$ cat config.mk
export PLATFORM = sky130hd
export DESIGN_NAME = trigger_command_unit
export DESIGN_NICKNAME = d
export VERILOG_FILES = /design/src/rtl/trigger_command_pkg.sv /design/src/rtl/trigger_sync_edge.sv /design/src/rtl/trigger_command_unit.sv
export SDC_FILE = /design/constraint.sdc
export NUM_CORES = 1
export LEC_CHECK = 0
export ABC_AREA = 1
export BUFFER_PORTS_ARGS = -buffer_cell sky130_fd_sc_hd__buf_2
export CAP_MARGIN = 20
export CORE_MARGIN = 5
export CORE_UTILIZATION = 45
export CTS_CLUSTER_SIZE = 40
export DETAILED_ROUTE_END_ITERATION = 12
export PLACE_DENSITY = 0.67
export RECOVER_POWER = 25
export SLEW_MARGIN = 20
export SYNTH_ARGS = -nofsm -noshare
export SYNTH_HDL_FRONTEND = slang
export SYNTH_SLANG_ARGS = --single-unit
$ cat constraint.sdc
create_clock -name clk -period 3.3 [get_ports clk]
set_input_delay 0.165 -clock clk [delete_from_list [all_inputs] [get_ports clk]]
set_output_delay 0.165 -clock clk [all_outputs]
set_load 0.005 [all_outputs]
$ cat src/rtl/trigger_command_pkg.sv
// Shared command codes, FSM encoding, readback selectors and timing defaults for trigger_command_unit.
package trigger_command_pkg;

  localparam logic [3:0] CMD_SEL        = 4'h0;
  localparam logic [3:0] CMD_BLOCK_RST  = 4'h1;
  localparam logic [3:0] CMD_BLOCK_HOLD = 4'h2;
  localparam logic [3:0] CMD_POLARITY   = 4'h3;
  localparam logic [3:0] CMD_RST_REL    = 4'h4;
  localparam logic [3:0] CMD_AOUT_REL   = 4'h5;
  localparam logic [3:0] CMD_MEAS_TIME  = 4'h6;
  localparam logic [3:0] CMD_RUN_DELAY  = 4'h7;
  localparam logic [3:0] CMD_HOLDOFF    = 4'h8;
  localparam logic [3:0] CMD_ENA        = 4'h9;
  localparam logic [3:0] CMD_TRIG_MODE  = 4'hA;
  localparam logic [3:0] CMD_READ_SEL   = 4'hB;
  localparam logic [3:0] CMD_CLEAR      = 4'hC;

  typedef enum logic [1:0] {
    ST_IDLE    = 2'd0,
    ST_DELAY   = 2'd1,
    ST_FIRE    = 2'd2,
    ST_HOLDOFF = 2'd3
  } state_t;

  localparam logic [1:0] RD_TRIG   = 2'd0;
  localparam logic [1:0] RD_MISSED = 2'd1;
  localparam logic [1:0] RD_STATUS = 2'd2;

  localparam int DEF_RUN_DELAY = 36;
  localparam int DEF_HOLDOFF   = 99;

endpackage

$ cat src/rtl/trigger_sync_edge.sv
// Synchronises an asynchronous trigger and emits a one-cycle pulse on its activation.
// Latency: edge appears SYNC_STAGES cycles after the input changes. No backpressure.
module trigger_sync_edge #(
  parameter int SYNC_STAGES     = 2,
  parameter bit TRIG_ACTIVE_LOW = 1'b1
) (
  input  logic clk,
  input  logic res_n,
  input  logic async_in,
  output logic trig_edge
);

  // Reset to the inactive level so releasing reset never fakes a trigger.
  localparam logic IDLE_LVL = TRIG_ACTIVE_LOW ? 1'b1 : 1'b0;

  logic [SYNC_STAGES-1:0] sync;
  logic                   active;
  logic                   active_q;

  always_ff @(posedge clk or negedge res_n) begin
    if (!res_n) begin
      sync     <= {SYNC_STAGES{IDLE_LVL}};
      active_q <= 1'b0;
    end else begin
      sync     <= {sync[SYNC_STAGES-2:0], async_in};
      active_q <= active;
    end
  end

  assign active    = sync[SYNC_STAGES-1] ^ IDLE_LVL;
  assign trig_edge = active & ~active_q;

endmodule

$ cat src/rtl/trigger_command_unit.sv
// SPI command decoder plus trigger -> delay -> run pulse -> holdoff sequencer with counters.
// Latency: run pulse E+run_delay+1 after trigger edge E. No backpressure; missed triggers are counted.
module trigger_command_unit
  import trigger_command_pkg::*;
#(
  parameter int TIME_W          = 10,
  parameter int SEL_W           = 4,
  parameter int SYNC_STAGES     = 2,
  parameter bit TRIG_ACTIVE_LOW = 1'b1,
  parameter int CNT_W           = 16
) (
  input  logic              clk,
  input  logic              res_n,
  input  logic              spi_write,
  input  logic [15:0]       spi_q,
  output logic [15:0]       spi_d,
  input  logic              trig_in,
  input  logic              seq_ready,
  output logic              run_sequencer,
  output logic              busy,
  output logic [SEL_W-1:0]  sel,
  output logic              block_reset,
  output logic              block_hold,
  output logic              polarity,
  output logic [TIME_W-1:0] reset_release_time,
  output logic [TIME_W-1:0] aout_reset_release_time,
  output logic [TIME_W-1:0] measure_time,
  output logic [CNT_W-1:0]  trig_count,
  output logic [CNT_W-1:0]  missed_count
);

  localparam logic [TIME_W-1:0] T_ONE = 1;

  logic [3:0]        code;
  logic [11:0]       data;
  logic              cmd_ok;
  logic              trig_edge;
  logic              sw_trig;
  logic              trigger;
  logic              armed;
  logic              spi_enable;
  logic [1:0]        read_sel;
  logic [TIME_W-1:0] run_delay, holdoff;
  logic [TIME_W-1:0] dly_l, hold_l, cnt, cnt_inc;
  state_t            state;
  logic              trig_inc;
  logic [1:0]        miss_inc;

  assign code    = spi_q[15:12];
  assign data    = spi_q[11:0];
  assign cmd_ok  = spi_write & spi_enable;
  assign trigger = trig_edge | sw_trig;
  assign cnt_inc = cnt + T_ONE;
  assign busy    = (state != ST_IDLE);

  trigger_sync_edge #(
    .SYNC_STAGES    (SYNC_STAGES),
    .TRIG_ACTIVE_LOW(TRIG_ACTIVE_LOW)
  ) u_sync (
    .clk      (clk),
    .res_n    (res_n),
    .async_in (trig_in),
    .trig_edge(trig_edge)
  );

  always_ff @(posedge clk or negedge res_n) begin
    if (!res_n) begin
      sel                     <= '0;
      block_reset             <= 1'b0;
      block_hold              <= 1'b0;
      polarity                <= 1'b0;
      reset_release_time      <= '0;
      aout_reset_release_time <= '0;
      measure_time            <= '0;
      run_delay               <= TIME_W'(DEF_RUN_DELAY);
      holdoff                 <= TIME_W'(DEF_HOLDOFF);
      armed                   <= 1'b1;
      spi_enable              <= 1'b0;
      read_sel                <= '0;
      sw_trig                 <= 1'b0;
    end else begin
      if (spi_write && code == CMD_ENA) spi_enable <= data[0];
      sw_trig <= cmd_ok && (code == CMD_TRIG_MODE) && data[2];
      if (cmd_ok) begin
        case (code)
          CMD_SEL:        sel                     <= SEL_W'(data);
          CMD_BLOCK_RST:  block_reset             <= data[0];
          CMD_BLOCK_HOLD: block_hold              <= data[0];
          CMD_POLARITY:   polarity                <= data[0];
          CMD_RST_REL:    reset_release_time      <= TIME_W'(data);
          CMD_AOUT_REL:   aout_reset_release_time <= TIME_W'(data);
          CMD_MEAS_TIME:  measure_time            <= TIME_W'(data);
          CMD_RUN_DELAY:  run_delay               <= TIME_W'(data);
          CMD_HOLDOFF:    holdoff                 <= TIME_W'(data);
          CMD_TRIG_MODE:  armed                   <= data[0];
          CMD_READ_SEL:   read_sel                <= 2'(data);
          default: ;
        endcase
      end
    end
  end

  // seq_ready is sampled on entry to FIRE so the pulse is a clean register output in the FIRE cycle.
  always_ff @(posedge clk or negedge res_n) begin
    if (!res_n) begin
      state         <= ST_IDLE;
      cnt           <= '0;
      dly_l         <= '0;
      hold_l        <= '0;
      run_sequencer <= 1'b0;
    end else begin
      run_sequencer <= 1'b0;
      case (state)
        ST_IDLE: begin
          if (trigger && armed) begin
            dly_l  <= run_delay;
            hold_l <= holdoff;
            cnt    <= '0;
            if (run_delay == '0) begin
              state         <= ST_FIRE;
              run_sequencer <= seq_ready;
            end else begin
              state <= ST_DELAY;
            end
          end
        end
        ST_DELAY: begin
          cnt <= cnt_inc;
          if (cnt_inc == dly_l) begin
            state         <= ST_FIRE;
            run_sequencer <= seq_ready;
          end
        end
        ST_FIRE: begin
          cnt   <= '0;
          state <= ST_HOLDOFF;
        end
        ST_HOLDOFF: begin
          if (cnt == hold_l) state <= ST_IDLE;
          else               cnt   <= cnt_inc;
        end
        default: state <= ST_IDLE;
      endcase
    end
  end

  always_comb begin
    trig_inc = 1'b0;
    miss_inc = 2'd0;
    if (state == ST_FIRE) begin
      if (run_sequencer) trig_inc = 1'b1;
      else               miss_inc = 2'd1;
    end
    if (trigger && armed && state != ST_IDLE) miss_inc = miss_inc + 2'd1;
  end

  function automatic logic [CNT_W-1:0] sat_add(input logic [CNT_W-1:0] a, input logic [1:0] inc);
    logic [CNT_W:0] s;
    s = {1'b0, a} + {{(CNT_W-1){1'b0}}, inc};
    return s[CNT_W] ? {CNT_W{1'b1}} : s[CNT_W-1:0];
  endfunction

  always_ff @(posedge clk or negedge res_n) begin
    if (!res_n) begin
      trig_count   <= '0;
      missed_count <= '0;
    end else if (cmd_ok && code == CMD_CLEAR) begin
      trig_count   <= '0;
      missed_count <= '0;
    end else begin
      trig_count   <= sat_add(trig_count, {1'b0, trig_inc});
      missed_count <= sat_add(missed_count, miss_inc);
    end
  end

  always_ff @(posedge clk or negedge res_n) begin
    if (!res_n) begin
      spi_d <= '0;
    end else begin
      case (read_sel)
        RD_TRIG:   spi_d <= 16'(trig_count);
        RD_MISSED: spi_d <= 16'(missed_count);
        RD_STATUS: spi_d <= {12'd0, state, armed, spi_enable};
        default:   spi_d <= '0;
      endcase
    end
  end

endmodule

==> impl_summary.md <==
Outcome
The run finished, with violations left. The checks that failed: max-capacitance violations, max-slew violations.

Synthesis
The gate count after technology mapping is 781. Sorting the synthesized cells by area gives the leading types as sky130_fd_sc_hd__dfrtp_1 50%, sky130_fd_sc_hd__nand2_1 10%, sky130_fd_sc_hd__o21ai_0 6.3%. The most used flip-flop cell after synthesis is sky130_fd_sc_hd__dfrtp_1. By instance count, the leading cell after synthesis is sky130_fd_sc_hd__nand2_1. The number of enable-type register cells in the synthesized netlist is 0. The Yosys step of the flow raised 0 warnings. Summing the sequential cell areas from Yosys gives 54.0% of the chip area. For this run, asynchronously set or reset flops after synthesis account for 100%.

The summed instance area of the synthesized netlist is 6790 um^2. Synthesis instantiated 41 different standard cells from the library. Averaged over all synthesized cells, the footprint is 8.69 um^2. After synthesis, the largest area contributor takes up 50.5% of total cell area. In the synthesized netlist, the cells that appear most often are 185 x sky130_fd_sc_hd__nand2_1, 137 x sky130_fd_sc_hd__dfrtp_1, 102 x sky130_fd_sc_hd__inv_1, 86 x sky130_fd_sc_hd__o21ai_0, 45 x sky130_fd_sc_hd__nor2_1.

Counting flops and latches in the post-synthesis netlist gives 146. The net count after synthesis is 813. Of all cell types, the one taking the most synthesized area is sky130_fd_sc_hd__dfrtp_1.

Final layout
The area overhead of the layout relative to synthesis is 19.8%. After the last flow step, the layout net total stands at 924. After routing the design area is 8140 um^2. 0 antenna diodes ended up in the layout. Cells with a size suffix above 1 make up 21.2% of the layout.

Clock tree
The clock-pin slew on the worst setup and hold paths is 0.06 ns. The worst-skew pair later-pin latency is 0.42 ns. CTS placed an instance of sky130_fd_sc_hd__clkbuf_16 at the clock tree root. In this run the deepest clock path goes through 2 buffers. The H-tree generated during clock tree synthesis spans 4 levels. The number of buffers inserted during clock tree synthesis is 17. Clock tree synthesis found a total of 146 sinks. The TritonCTS clock tree is built. The number of post-CTS setup repair buffers is 0.

Power
The areal power density over the cells is 766 nW/um^2. IR analysis of the VDD net gives a maximum drop of 0.379 mV. The leakage dissipation is 4.18 nW.

Detailed routing
Wires add up to 16100 um. The violation count after the first detailed-route iteration is 357. The detailed-route DRC error count is 0. Using the TritonRoute via totals, the vias-per-cell ratio works out to 5.02. In this run the remaining antenna-violating nets after routing total 0. The average routed wire per standard cell is 14.8 um. The number of vias after detailed routing is 5468. The first detailed-routing pass ran for 5 iterations.

Placement
Detailed placement finished with a half-perimeter wire length of 11700 um. The setup slack after placement is 0.208 ns. The post-detailed-placement cell area is 7520 um^2. The weighted congestion at the end of routability-driven global placement is 0.861. The count of input and output buffers is 105.

STA
On the final layout, the worst clock skew is 0.00739 ns. The smallest setup slack after layout is 0.302 ns. The share of the clock period used by the worst path after layout is 90.8%. The count of final setup violators is 0. Summed over all failing endpoints, the final setup total negative slack is 0 ns. Measured against its own limit, the worst slew margin works out to -49.0%.

The number of endpoints with negative hold slack in the final report was 0. The smallest clock period supported by the final layout is computed as 3.00 ns. Setup repair after global routing left no endpoint under its margin. The maximum clock frequency is 334 MHz. The transition time of the tightest slew-check pin is 2.24 ns. The number of pins with negative max-slew slack in the final report is 90.

Floorplanning
The floorplan step set the die height to 133 um. The die is 133 um wide. Once the floorplan was initialized, standard cells occupied 46.4% of the core. Pin placement for this block handled 108 I/O pins.

After floorplanning, the core was divided into 44 placement rows. The die covers 17600 um^2. The core area is 14600 um^2.

Worst hold path
The tightest min-delay check is of the input port to flop type.

Global route
The total global-route track usage is 19.2%. The pin count of the biggest net entering global routing is 91. The global route total overflow is 0. The first-pass GRT wire length is 27200 um.

The initial antenna violation count is 0. The number of global-route vias before repair came to 5250.

Critical path
The worst stage delay on the critical path is 0.53 ns. Traced cell by cell, the critical path runs through nor2_1 -> o21ai_1 -> nor2_1 -> ha_1 -> ha_1 -> inv_1 -> fa_1 -> nor2_1 -> nand2_1 -> nor2_1 -> nand3_1 -> nor2_1 -> nand2_2 -> nand2_1 -> o21ai_0 -> inv_1. The critical path's slowest cell is sky130_fd_sc_hd__dfstp_1. Counting both buffers and inverters, the worst setup path holds a total of 2. The worst setup path is of the flop to flop kind. Data on the critical path is required at its endpoint by 3.66 ns. The most prevalent standard cell on the critical path is sky130_fd_sc_hd__nor2_1. The worst setup path is launched from a flop. The maximum fanout along the worst path is 10. The family with the most delay on the worst path is simple AND/OR/NAND/NOR gates.

The arrival time reported for the critical path endpoint is 3.36 ns. The capturing element type of the critical path is a flop.

Job
The count of maximum capacitance violations is 1.
==> state kept, by name (all words and copies together) (netlist names), 4 cells and up <==
name                     flops
aout_reset_release_time     10
cnt                         10
dly_l                       10
hold_l                      10
holdoff                     10
measure_time                10
missed_count                16
reset_release_time          10
run_delay                   10
sel                          4
spi_d                       16
trig_count                  16
==> layout make-up <==
cell class | instances | area (um^2)
clock inverter | 13 | 160
sequential | 146 | 3660
fill | 1354 | 6510
clock buffer | 19 | 443
inverter | 106 | 400
multi-input combinational | 508 | 2640
tap | 184 | 230
timing repair buffer | 113 | 599
==> layer usage <==
layer,GRT usage (%),part of all wire (%),up-vias
li1,-,-,2748
met5,0,0,-
met4,6.87,1.8,0
met1,27.4,49,2572
met3,4.63,5.1,19
met2,28.7,45,129
==> kinds of logic after synthesis <==
group                    Yosys count  share of synthesized area (%)
flip-flops                       146                           54.0
AO/OA/AOI/OAI                    146                           11.7
AND/OR/NAND/NOR                  320                           20.7
XOR/XNOR                          24                           3.10
multiplexers                       7                           1.16
adder cells (fa/ha/maj)           11                           2.14
buffers and inverters            127                           7.19
==> worst register-to-register path: cells and delay by family, from the launching register on <==
kind / cells / cell delay (ns)
buf+inv: 2 / 0.13
simple gates: 9 / 1.14
flops: 1 / 0.53
compound gates: 2 / 0.31
fa+ha+maj: 3 / 0.85
==> metrics by stage <==
step	total power (W)	util, %	hold WS [ns]	instances
global placement	0.00428	51.3	0.278	1054
CTS	0.00629	55.6	0.0509	1089
finish	0.00623	55.6	0.0685	1089
floorplan	0.00357	-	-0.131	781
detailed placement	0.00430	51.3	0.271	1054
global route	0.00662	55.6	0.0937	1089
==> power by group <==
| group | internal (W) | switching, W | leakage [nW] | total [W] |
|---|---|---|---|---|
| clock network | 0.00121 | 0.000755 | 0.293 | 0.00196 |
| logic | 0.000686 | 0.000967 | 2.03 | 0.00165 |
| registers | 0.00222 | 0.000391 | 1.86 | 0.00262 |
==> cell usage in the layout, fill, tap and decap left out, types with 3 or more instances in the layout <==
cell type                       synthesis  final
sky130_fd_sc_hd__buf_2                  1     99
sky130_fd_sc_hd__nand3_2                4      4
sky130_fd_sc_hd__clkinv_2               0      4
sky130_fd_sc_hd__nor3_1                10     10
sky130_fd_sc_hd__dlygate4sd3_1          0      3
sky130_fd_sc_hd__nor4_1                 4      4
sky130_fd_sc_hd__ha_1                  10     10
sky130_fd_sc_hd__o21ai_2                8      8
sky130_fd_sc_hd__nor3_2                 5      5
sky130_fd_sc_hd__nand2_2               12     12
sky130_fd_sc_hd__dfstp_2                9      8
sky130_fd_sc_hd__o22ai_1                9      9
sky130_fd_sc_hd__dfrtp_1              137    137
sky130_fd_sc_hd__inv_1                102    102
sky130_fd_sc_hd__o21ai_0               86     85
sky130_fd_sc_hd__mux2_2                 7      7
sky130_fd_sc_hd__nand4_1                5      5
sky130_fd_sc_hd__clkinv_4               0      3
sky130_fd_sc_hd__nand3_1               40     40
sky130_fd_sc_hd__o21ai_1                6      7
sky130_fd_sc_hd__xnor2_1                3      3
sky130_fd_sc_hd__nand2_1              185    185
sky130_fd_sc_hd__buf_4                  0      4
sky130_fd_sc_hd__nor2_2                 5      6
sky130_fd_sc_hd__nor2_1                45     44
sky130_fd_sc_hd__clkbuf_1              18      6
sky130_fd_sc_hd__xor2_1                21     21
sky130_fd_sc_hd__clkbuf_16              0     17
sky130_fd_sc_hd__a21oi_1               28     28
sky130_fd_sc_hd__bufinv_16              0      3
==> final timing paths <==
path	start	end	slack, ns	cells after the start
worst max-delay path	u_sync.sync[1]	missed_count[15]	0.30	16
worst max register to register	u_sync.sync[1]	missed_count[15]	0.30	16
worst min-delay path	spi_write	spi_enable	0.07	3
worst min register to register	u_sync.sync[0]	u_sync.sync[1]	0.37	0
min in group asynchronous	res_n	reset_release_time[9]	0.94	2
max in group asynchronous	res_n	missed_count[14]	1.03	2
==> repair_timing <==
item                                    CTS  global route
resized for setup                         0             1
endpoints found under the setup margin    0            11
hold buffers                              3             0
hold endpoints to repair                 86             0
Power figures use the tool's default switching activity.
